--- src/rtl/xintf_tx_scheduler.sv ---
// XINTF DPBRAM write-port scheduler: round-robin arbitration of three sources,
// 32-to-2x16 serialisation and the o_w_valid/i_w_ready DSP handshake with a watchdog.
module xintf_tx_scheduler #(
    parameter int TIMEOUT_CYC = 20000,
    parameter int ADDR_W      = 9
) (
    input  logic              i_clk,
    input  logic              i_rst,
    input  logic [2:0]        i_req,
    input  logic [ADDR_W-1:0] i_addr_0,
    input  logic [ADDR_W-1:0] i_addr_1,
    input  logic [ADDR_W-1:0] i_addr_2,
    input  logic [31:0]       i_data_0,
    input  logic [31:0]       i_data_1,
    input  logic [31:0]       i_data_2,
    output logic [2:0]        o_ack,
    output logic              o_busy,
    output logic [ADDR_W-1:0] o_xintf_addr,
    output logic              o_xintf_ce,
    output logic [15:0]       o_xintf_din,
    output logic              o_w_valid,
    input  logic              i_w_ready,
    input  logic              i_err_clr,
    output logic              o_timeout_err,
    output logic [1:0]        o_last_grant
);

    typedef enum logic [2:0] {
        S_IDLE,
        S_WR_LO,
        S_WR_HI,
        S_NOTIFY,
        S_RELEASE,
        S_DONE,
        S_ABORT
    } state_t;

    localparam int WD_W = $clog2(TIMEOUT_CYC + 1);
    localparam logic [WD_W-1:0] WD_LAST = WD_W'(TIMEOUT_CYC - 1);
    localparam logic [WD_W-1:0] WD_MAX  = '1;

    state_t state_q, state_d;

    logic [1:0]        ptr_q;
    logic [1:0]        grant_q;
    logic [ADDR_W-1:0] base_q;
    logic [31:0]       data_q;
    logic [WD_W-1:0]   wd_q;
    logic              rdy_m, rdy_s;
    logic              err_q;
    logic [1:0]        last_q;
    logic [15:0]       din_q;
    logic [ADDR_W-1:0] addr_q;

    logic              gnt_hit;
    logic [1:0]        gnt_idx;
    logic [ADDR_W-1:0] sel_addr;
    logic [31:0]       sel_data;
    logic              wd_expired;
    logic              wd_enter;

    function automatic logic [1:0] rr_idx(input logic [1:0] p, input logic [1:0] off);
        logic [2:0] s;
        s = {1'b0, p} + {1'b0, off};
        return (s >= 3'd3) ? 2'(s - 3'd3) : s[1:0];
    endfunction

    // Scan from the farthest offset down so the nearest set bit after ptr wins.
    always_comb begin
        gnt_hit = 1'b0;
        gnt_idx = ptr_q;
        for (int i = 2; i >= 0; i--) begin
            if (i_req[rr_idx(ptr_q, 2'(i))]) begin
                gnt_hit = 1'b1;
                gnt_idx = rr_idx(ptr_q, 2'(i));
            end
        end
    end

    always_comb begin
        sel_addr = i_addr_0;
        sel_data = i_data_0;
        unique case (gnt_idx)
            2'd1: begin
                sel_addr = i_addr_1;
                sel_data = i_data_1;
            end
            2'd2: begin
                sel_addr = i_addr_2;
                sel_data = i_data_2;
            end
            default: begin
                sel_addr = i_addr_0;
                sel_data = i_data_0;
            end
        endcase
    end

    assign wd_expired = (wd_q >= WD_LAST);

    always_comb begin
        state_d = state_q;
        unique case (state_q)
            S_IDLE:    if (gnt_hit) state_d = S_WR_LO;
            S_WR_LO:   state_d = S_WR_HI;
            S_WR_HI:   state_d = S_NOTIFY;
            S_NOTIFY: begin
                if (rdy_s)           state_d = S_RELEASE;
                else if (wd_expired) state_d = S_ABORT;
            end
            S_RELEASE: begin
                if (!rdy_s)          state_d = S_DONE;
                else if (wd_expired) state_d = S_ABORT;
            end
            S_DONE:    state_d = S_IDLE;
            S_ABORT:   state_d = S_IDLE;
            default:   state_d = S_IDLE;
        endcase
    end

    assign wd_enter = (state_d != state_q)
                    && ((state_d == S_NOTIFY) || (state_d == S_RELEASE));

    always_ff @(posedge i_clk or negedge i_rst) begin
        if (!i_rst) begin
            state_q <= S_IDLE;
            ptr_q   <= 2'd0;
            grant_q <= 2'd0;
            base_q  <= '0;
            data_q  <= '0;
            last_q  <= 2'd0;
        end else begin
            state_q <= state_d;
            if (state_q == S_IDLE && gnt_hit) begin
                grant_q <= gnt_idx;
                last_q  <= gnt_idx;
                ptr_q   <= rr_idx(gnt_idx, 2'd1);
                base_q  <= {sel_addr[ADDR_W-1:1], 1'b0};
                data_q  <= sel_data;
            end
        end
    end

    always_ff @(posedge i_clk or negedge i_rst) begin
        if (!i_rst) begin
            rdy_m <= 1'b0;
            rdy_s <= 1'b0;
        end else begin
            rdy_m <= i_w_ready;
            rdy_s <= rdy_m;
        end
    end

    always_ff @(posedge i_clk or negedge i_rst) begin
        if (!i_rst) begin
            wd_q <= '0;
        end else if (wd_enter) begin
            wd_q <= '0;
        end else if (state_q == S_NOTIFY || state_q == S_RELEASE) begin
            if (wd_q != WD_MAX) wd_q <= wd_q + 1'b1;
        end
    end

    // Abort sets the flag even if a clear arrives in the same cycle.
    always_ff @(posedge i_clk or negedge i_rst) begin
        if (!i_rst) begin
            err_q <= 1'b0;
        end else if (state_q == S_ABORT) begin
            err_q <= 1'b1;
        end else if (i_err_clr) begin
            err_q <= 1'b0;
        end
    end

    always_comb begin
        o_xintf_ce   = 1'b0;
        o_xintf_din  = din_q;
        o_xintf_addr = addr_q;
        unique case (state_q)
            S_WR_LO: begin
                o_xintf_ce   = 1'b1;
                o_xintf_din  = data_q[15:0];
                o_xintf_addr = base_q;
            end
            S_WR_HI: begin
                o_xintf_ce   = 1'b1;
                o_xintf_din  = data_q[31:16];
                o_xintf_addr = base_q | ADDR_W'(1);
            end
            default: begin
                o_xintf_ce   = 1'b0;
                o_xintf_din  = din_q;
                o_xintf_addr = addr_q;
            end
        endcase
    end

    // Bus holds the last written word outside the write states.
    always_ff @(posedge i_clk or negedge i_rst) begin
        if (!i_rst) begin
            din_q  <= '0;
            addr_q <= '0;
        end else begin
            din_q  <= o_xintf_din;
            addr_q <= o_xintf_addr;
        end
    end

    assign o_busy        = (state_q != S_IDLE);
    assign o_w_valid     = (state_q == S_NOTIFY);
    assign o_ack         = (state_q == S_DONE || state_q == S_ABORT)
                         ? (3'b001 << grant_q) : 3'b000;
    assign o_timeout_err = err_q;
    assign o_last_grant  = last_q;

endmodule

--- config.mk ---
export PLATFORM = sky130hd
export DESIGN_NAME = xintf_tx_scheduler
export DESIGN_NICKNAME = d
export VERILOG_FILES = /design/src/rtl/xintf_tx_scheduler.sv
export SDC_FILE = /design/constraint.sdc
export NUM_CORES = 1
export LEC_CHECK = 0
export CORE_MARGIN = 5
export CORE_UTILIZATION = 64
export DETAILED_ROUTE_END_ITERATION = 16
export DONT_BUFFER_PORTS = 1
export GPL_TIMING_DRIVEN = 0
export PLACE_DENSITY = 0.8
export SYNTH_ARGS = -nofsm -noshare
export SYNTH_HDL_FRONTEND = slang
export SYNTH_SLANG_ARGS = --single-unit
export TNS_END_PERCENT = 20
--- constraint.sdc ---
create_clock -name i_clk -period 3.9 [get_ports i_clk]
set_input_delay 0.585 -clock i_clk [delete_from_list [all_inputs] [get_ports i_clk]]
set_output_delay 0.585 -clock i_clk [all_outputs]
set_load 0.005 [all_outputs]
Word level (Yosys, flattened, before mapping)
Cells that the tools add are included.
{"block": "op_classes", "n_addsub": 8, "magnitude_cmp": 8, "eq_ne": 12, "shifts": 1, "muxes": 32, "n_reduce_logical": 12}
{"op": "$pmux W32 S2", "count": 1}
{"op": "$mux W15", "count": 3}
{"op": "$pmux W9 S2", "count": 2}
{"op": "$pmux W16 S2", "count": 1}
{"op": "$add A15 B1 Y15 const B", "count": 1}
{"op": "$ge A15 B15 Y1 const B", "count": 1}
{"op": "$mux W3", "count": 5}
{"op": "$ne A15 B15 Y1 const B", "count": 1}
{"op": "$pmux W3 S5", "count": 1}
{"op": "$mux W2", "count": 7}
{"op": "$eq A3 B3 Y1 const B", "count": 4}
{"op": "$eq A3 B2 Y1 const B", "count": 3}
{"op": "$ge A3 B2 Y1 const B", "count": 3}
{"op": "$lt A2 B3 Y1 const B", "count": 3}
{"op": "$mux W1", "count": 9}
{"op": "$sub A2 B2 Y2 const B", "count": 4}
{"op": "$add A2 B1 Y3 const B", "count": 2}
{"op": "$bmux W1 S2", "count": 3}
{"op": "$reduce_bool A2 Y1", "count": 3}
{"op": "$add A2 B2 Y3 const B", "count": 1}
{"op": "$eq A3 B1 Y1 const B", "count": 1}
{"op": "$logic_not A3 Y1", "count": 1}
{"op": "$logic_or A1 B1 Y1", "count": 3}
{"op": "$ne A3 B3 Y1", "count": 1}
{"op": "other kinds (8)", "count": 9}
{"block": "word_totals", "register_bits": 90, "in_bits": 130, "output_inout_bits": 34, "wordCells": 84}

Logic depth before layout (Yosys ltp)
{"block": "logic_depth", "depth_word": 15, "mapped_depth": 14}

Least setup slack after synthesis
Ideal clock, no wire load.
{"block": "synth_timing", "path_type": "flip-flop to flip-flop", "from": "reg ptr_q[0]", "to": "reg base_q[1]", "arrival_ps": 2957, "path_slack_ps": 818, "stages_incl_launch_ff": 14, "path_buffers": 3, "synth_period_minus_slack_ps": 3082, "cell_sequence": "dfrtp_1 > inv_1 > ha_1 > clkbuf_1 > nor2b_1 > o211ai_1 > o211ai_1 > a211oi_1 > inv_1 > ha_1 > clkbuf_1 > clkbuf_1 > o21ai_0 > mux2_2"}
{"block": "synth_via", "elab_chain_len": 10}
{"item": "from (decl)", "line_no": "44", "rtl": "logic [1:0] ptr_q;"}
{"item": "from (signal assigned)", "line_no": "137", "rtl": "ptr_q <= rr_idx(gnt_idx, 2'd1);"}
{"item": "$add A2 B2 Y3", "line_no": "64", "rtl": "s = {1'b0, p} + {1'b0, off};"}
{"item": "$ge A3 B2 Y1 or $sub A2 B2 Y2 (tied branches)", "line_no": "65", "rtl": "return (s >= 3'd3) ? 2'(s - 3'd3) : s[1:0];"}
{"item": "$mux W2", "line_no": "65"}
{"item": "$bmux W1 S2", "line_no": "73", "rtl": "if (i_req[rr_idx(ptr_q, 2'(i))]) begin"}
{"item": "$mux W1 (implied by the code)", "line_no": "73"}
{"item": "$mux W2 (2 in series)", "line_no": "73"}
{"item": "$mux W2 (*)", "line_no": "73"}
{"item": "named net gnt_idx[0]", "line_no": "56", "rtl": "logic [1:0] gnt_idx;"}
{"item": "$eq A2 B2 Y1 or $eq A2 B1 Y1 (tied branches)", "line_no": "83", "rtl": "unique case (gnt_idx)"}
{"item": "$pmux W9 S2 (*)", "line_no": "83"}
{"item": "to (signal assigned)", "line_no": "138", "rtl": "base_q <= {sel_addr[ADDR_W-1:1], 1'b0};"}
{"item": "to (decl)", "line_no": "46", "rtl": "logic [ADDR_W-1:0] base_q;"}
The timed path passes the listed nets; every way through them passes the cells marked *. The select of a mux whose other input is x is not followed.
A chain may end at the register's enable or synchronous reset.

Worst setup path after layout
{"block": "layout_timing", "from": "reg ptr_q[0]", "to": "reg data_q[0]"}
{"block": "layout_via", "elab_chain_len": 10}
{"item": "$add A2 B2 Y3", "line_no": "64"}
{"item": "$ge A3 B2 Y1 or $sub A2 B2 Y2 (tied branches)", "line_no": "65"}
{"item": "$mux W2", "line_no": "65"}
{"item": "$bmux W1 S2", "line_no": "73"}
{"item": "$mux W1 (implied by the code)", "line_no": "73"}
{"item": "$mux W2 (2 in series)", "line_no": "73"}
{"item": "$mux W2 (*)", "line_no": "73"}
{"item": "named net gnt_idx[0]", "line_no": "56"}
{"item": "$eq A2 B2 Y1 or $eq A2 B1 Y1 (tied branches)", "line_no": "83"}
{"item": "$pmux W32 S2 (*)", "line_no": "83"}
{"item": "to (signal assigned)", "line_no": "139", "rtl": "data_q <= sel_data;"}
{"item": "to (decl)", "line_no": "47", "rtl": "logic [31:0] data_q;"}
Marks and branches as above.

==> summary.md <==
The run finished with clean final reports. The area inside the core boundary is 0.007331 mm2. Across the whole layout, storage elements account for 0.002252 mm2.

The share of async-settable or async-resettable flops after synthesis works out to 100.0%. OpenSTA, run right after detailed placement, puts the worst setup slack at -241.5 ps. The via density per instance came out at 6.324.

The most common library cell in the layout ignoring fill and taps is sky130_fd_sc_hd__dfrtp_1. Counting every net in the synthesized netlist gives 642. The longest individual stage delay on the worst path works out to 540 ps.

The design draws 5.454 mW. The die is 97.34 um wide. The post-detailed-route wirelength per cell is 19.52 um. The logs give 2.280 nW for the static leakage and 0 for the leftover overflow at the end of global routing. The number of iterations in the first detailed-routing pass is 5.

Yosys mapped the design onto 50 distinct sky130hd cell types. The worst setup path is launched from a register. For the number of antenna violations at the first check in global routing, the log shows 0. Walking the worst path, the cells encountered are ha_1 > clkbuf_1 > nor2b_1 > a21oi_1 > o22a_1 > a211oi_2 > inv_1 > ha_1 > clkbuf_1 > o21ai_0 > mux2_2.

In this run the mean area of a mapped cell was 9.649 um2. The logs give 46.13% for the share of synthesized area occupied by flip-flops and latches and 565 for the number of fill cells in the layout. The worst pin sits at a relative slew slack of 44.21%. The data arrival at the endpoint of the critical path is 3790 ps. The cell with the largest stage delay on the worst path is sky130_fd_sc_hd__ha_1. The routability-driven placement congestion ratio came out at 0.8975. The combined area of the multi-input logic cells is 0.002436 mm2, and the area of the mapped netlist is 0.004882 mm2.

In this run the worst hold path is classified as in2async. The signed area change from the synthesized netlist to the final layout is 7.253%, and the antenna diode instance count is 0. TritonCTS built the clock tree. The maximum fanout encountered on the critical timing path is 10, and the via count of the first global-routing pass is 3892. The logs give 0.009475 mm2 for the full die area and 3 for the deepest level of the CTS H-tree.

The total CTS buffers is 9, and the post-route clock skew is 11.76 ps. In this run the count of I/O pins placed on the die edge is 164. The synthesized design contains 0 enable-type register cells. The number of clock sinks seen by CTS came out at 90.

After layout, the worst setup slack is 357.9 ps. The tree is rooted in a sky130_fd_sc_hd__clkbuf_8. The clock passes through at most 2 buffers.

In the layout the commonest cells are 90 x sky130_fd_sc_hd__dfrtp_1, 85 x sky130_fd_sc_hd__nand2_1, 56 x sky130_fd_sc_hd__a22oi_1. The residual antenna-violating net count after detailed routing was 0; the cell area after layout was 0.005236 mm2. In the final layout, the share of cells above drive strength 1 is 16.51%. In the global route stage, overall resource usage came out at 24.98%.

Setup repair after global routing left no endpoint under its margin. For the worst-skew pair, the clock arrives at the later sink with an insertion delay of 360 ps. The count of maximum capacitance violations was 0; the count of routing violations after the opening detailed-route iteration was 207.

Entering global routing, the biggest net connects 91 pins. The clock period could shrink to 3542 ps. Adding up every negative setup slack in the final design gives 0 ps.

The largest vdd supply drop was 0.0005521 V; the number of setup buffers added after CTS was 0. For this run, design rule violations remaining after detail routing come to 0. Hold is met by 120.7 ps. During synthesis, Yosys emitted a total of 0 warnings. Once the floorplan was initialized, standard cells occupied 66.60% of the core. Setup violations remaining at the end of the flow were counted as 0.

At the pin with the least slew margin, the transition time is 829.2 ps. Data on the critical path is required at its endpoint by 4140 ps. The total number of vias came out at 3921. The final layout contains routed wiring with a total length of 12100 um.

Synthesis produced a netlist whose cell count is 506. The worst path uses 90.82% of the clock period. The tools report the launch instance of the worst register-to-register path as ptr_q[0].

The most critical setup path has its startpoint at ptr_q[0]. The final layout contains 653 nets. Static timing analysis puts the maximum clock frequency at 282.3 MHz.

The first global-routing pass estimated 19300 um of wire. For this design the ratio of total power to cell area is 1042 mW/mm2. The number of max-slew violations in the final report was 0. Clock-pin slew was measured on the worst setup and hold paths at 100 ps. The number of cell rows was 31.

Counting flops and latches in the post-synthesis netlist gives 90. The wire-length estimate of the detail-placed layout is 9005 um. The worst setup path is captured at a register.

The critical path is of the reg2reg type. The total count of hold-check failures in the final report is 0, and the height of the die is 97.34 um. For this run, the leading register cell type out of synthesis is sky130_fd_sc_hd__dfrtp_1. The number of buffer cells added on primary ports was 0. The area after detailed placement was 0.005006 mm2.
==> sequential cells by signal (all words and copies together) (netlist names) <==
register / flops
rdy_s: 1
base_q: 8
rdy_m: 1
wd_q: 15
din_q: 16
o_timeout_err: 1
data_q: 32
ptr_q: 2
addr_q: 9
state_q: 3
o_last_grant: 2
==> what timing repair did <==
action,CTS,global route
hold buffers,1,0
endpoints found under the setup margin,20,40
gates resized for setup,2,7
endpoints found under the hold margin,90,0
==> Yosys cell counts, types with 2 or more instances <==
cell type	number	area share [%]
sky130_fd_sc_hd__o211ai_1	7	1.1
sky130_fd_sc_hd__mux2i_1	2	0.41
sky130_fd_sc_hd__and3_1	5	0.64
sky130_fd_sc_hd__a22oi_1	56	8.6
sky130_fd_sc_hd__xor2_1	8	1.4
sky130_fd_sc_hd__nor4b_1	2	0.36
sky130_fd_sc_hd__nand2_1	85	6.5
sky130_fd_sc_hd__nor3_1	7	0.72
sky130_fd_sc_hd__ha_1	6	1.5
sky130_fd_sc_hd__nor2b_1	9	1.2
sky130_fd_sc_hd__xnor2_1	4	0.72
sky130_fd_sc_hd__inv_1	12	0.92
sky130_fd_sc_hd__nand2b_1	3	0.38
sky130_fd_sc_hd__a21oi_1	12	1.2
sky130_fd_sc_hd__nand3_1	6	0.62
sky130_fd_sc_hd__o21ai_0	52	5.3
sky130_fd_sc_hd__buf_2	5	0.51
sky130_fd_sc_hd__nor4_1	3	0.38
sky130_fd_sc_hd__a211o_1	2	0.36
sky130_fd_sc_hd__and2_1	3	0.38
sky130_fd_sc_hd__or3_1	2	0.26
sky130_fd_sc_hd__mux2_2	47	11
sky130_fd_sc_hd__dfrtp_1	90	46
sky130_fd_sc_hd__buf_6	2	0.46
sky130_fd_sc_hd__buf_4	3	0.46
sky130_fd_sc_hd__nand4_1	6	0.77
sky130_fd_sc_hd__nor3b_1	4	0.62
sky130_fd_sc_hd__nor2_1	19	1.5
sky130_fd_sc_hd__clkbuf_1	22	1.7
sky130_fd_sc_hd__buf_1	2	0.15
==> final cells by class <==
cell class,count,share of cell area (%)
plain buffers,33,3.082
clock buffers,9,2.366
clock inverters,6,1.266
inverters,12,0.8602
multi-input cells,370,46.52
flip-flops and latches,90,43.01
well taps,99,2.366
repair buffers,1,0.5257
==> cell families (layout without fill, tap and decap cells) <==
logic type,count (synthesis),count (layout),synth area share (%)
AND/OR/NAND/NOR,161,161,15.48
buffers and inverters,46,61,4.203
flip-flops,90,90,46.13
multiplexers,50,50,11.48
adder cells (fa/ha/maj),7,7,1.768
AO/OA/AOI/OAI,140,140,18.79
XOR/XNOR,12,12,2.153
==> stage by stage <==
step,cells,utilization (%)
floorplan,506,-
CTS,621,71.34
global placement,605,68.29
finish,620,71.43
global route,620,71.43
detailed placement,605,68.29
==> worst max-delay path: cells and delay by family, from the launching register on <==
kind            cells  cell delay (ps)
compound gates      4              930
simple gates        1              240
fa+ha+maj           2              810
mux                 1              310
flops               1              460
buf+inv             3              680
==> per-layer routing <==
metal,part of all wire (%),track usage [%],vias up
li1,-,-,1829
met1,42,31.60,1906
met2,49,41.72,161
met3,6.5,6.389,25
met4,2.5,8.839,0
met5,0,0,-
==> final timing paths <==
| check | end | depth (start not counted) | slack, ps |
|---|---|---|---|
| setup / recovery | data_q[0] | 11 | 360 |
| max in group asynchronous | state_q[0] | 1 | 3420 |
| setup reg to reg | data_q[0] | 11 | 360 |
| min in group i_clk | rdy_m | 0 | 250 |
| hold / removal | data_q[12] | 1 | 120 |
| hold reg to reg | rdy_s | 0 | 360 |
==> power breakdown <==
part           switching (mW)  total, mW  internal, mW
clock                   0.332      0.626         0.294
sequential              0.192       1.51          1.32
combinational            2.06       3.31          1.25
Power figures use the tool's default switching activity.
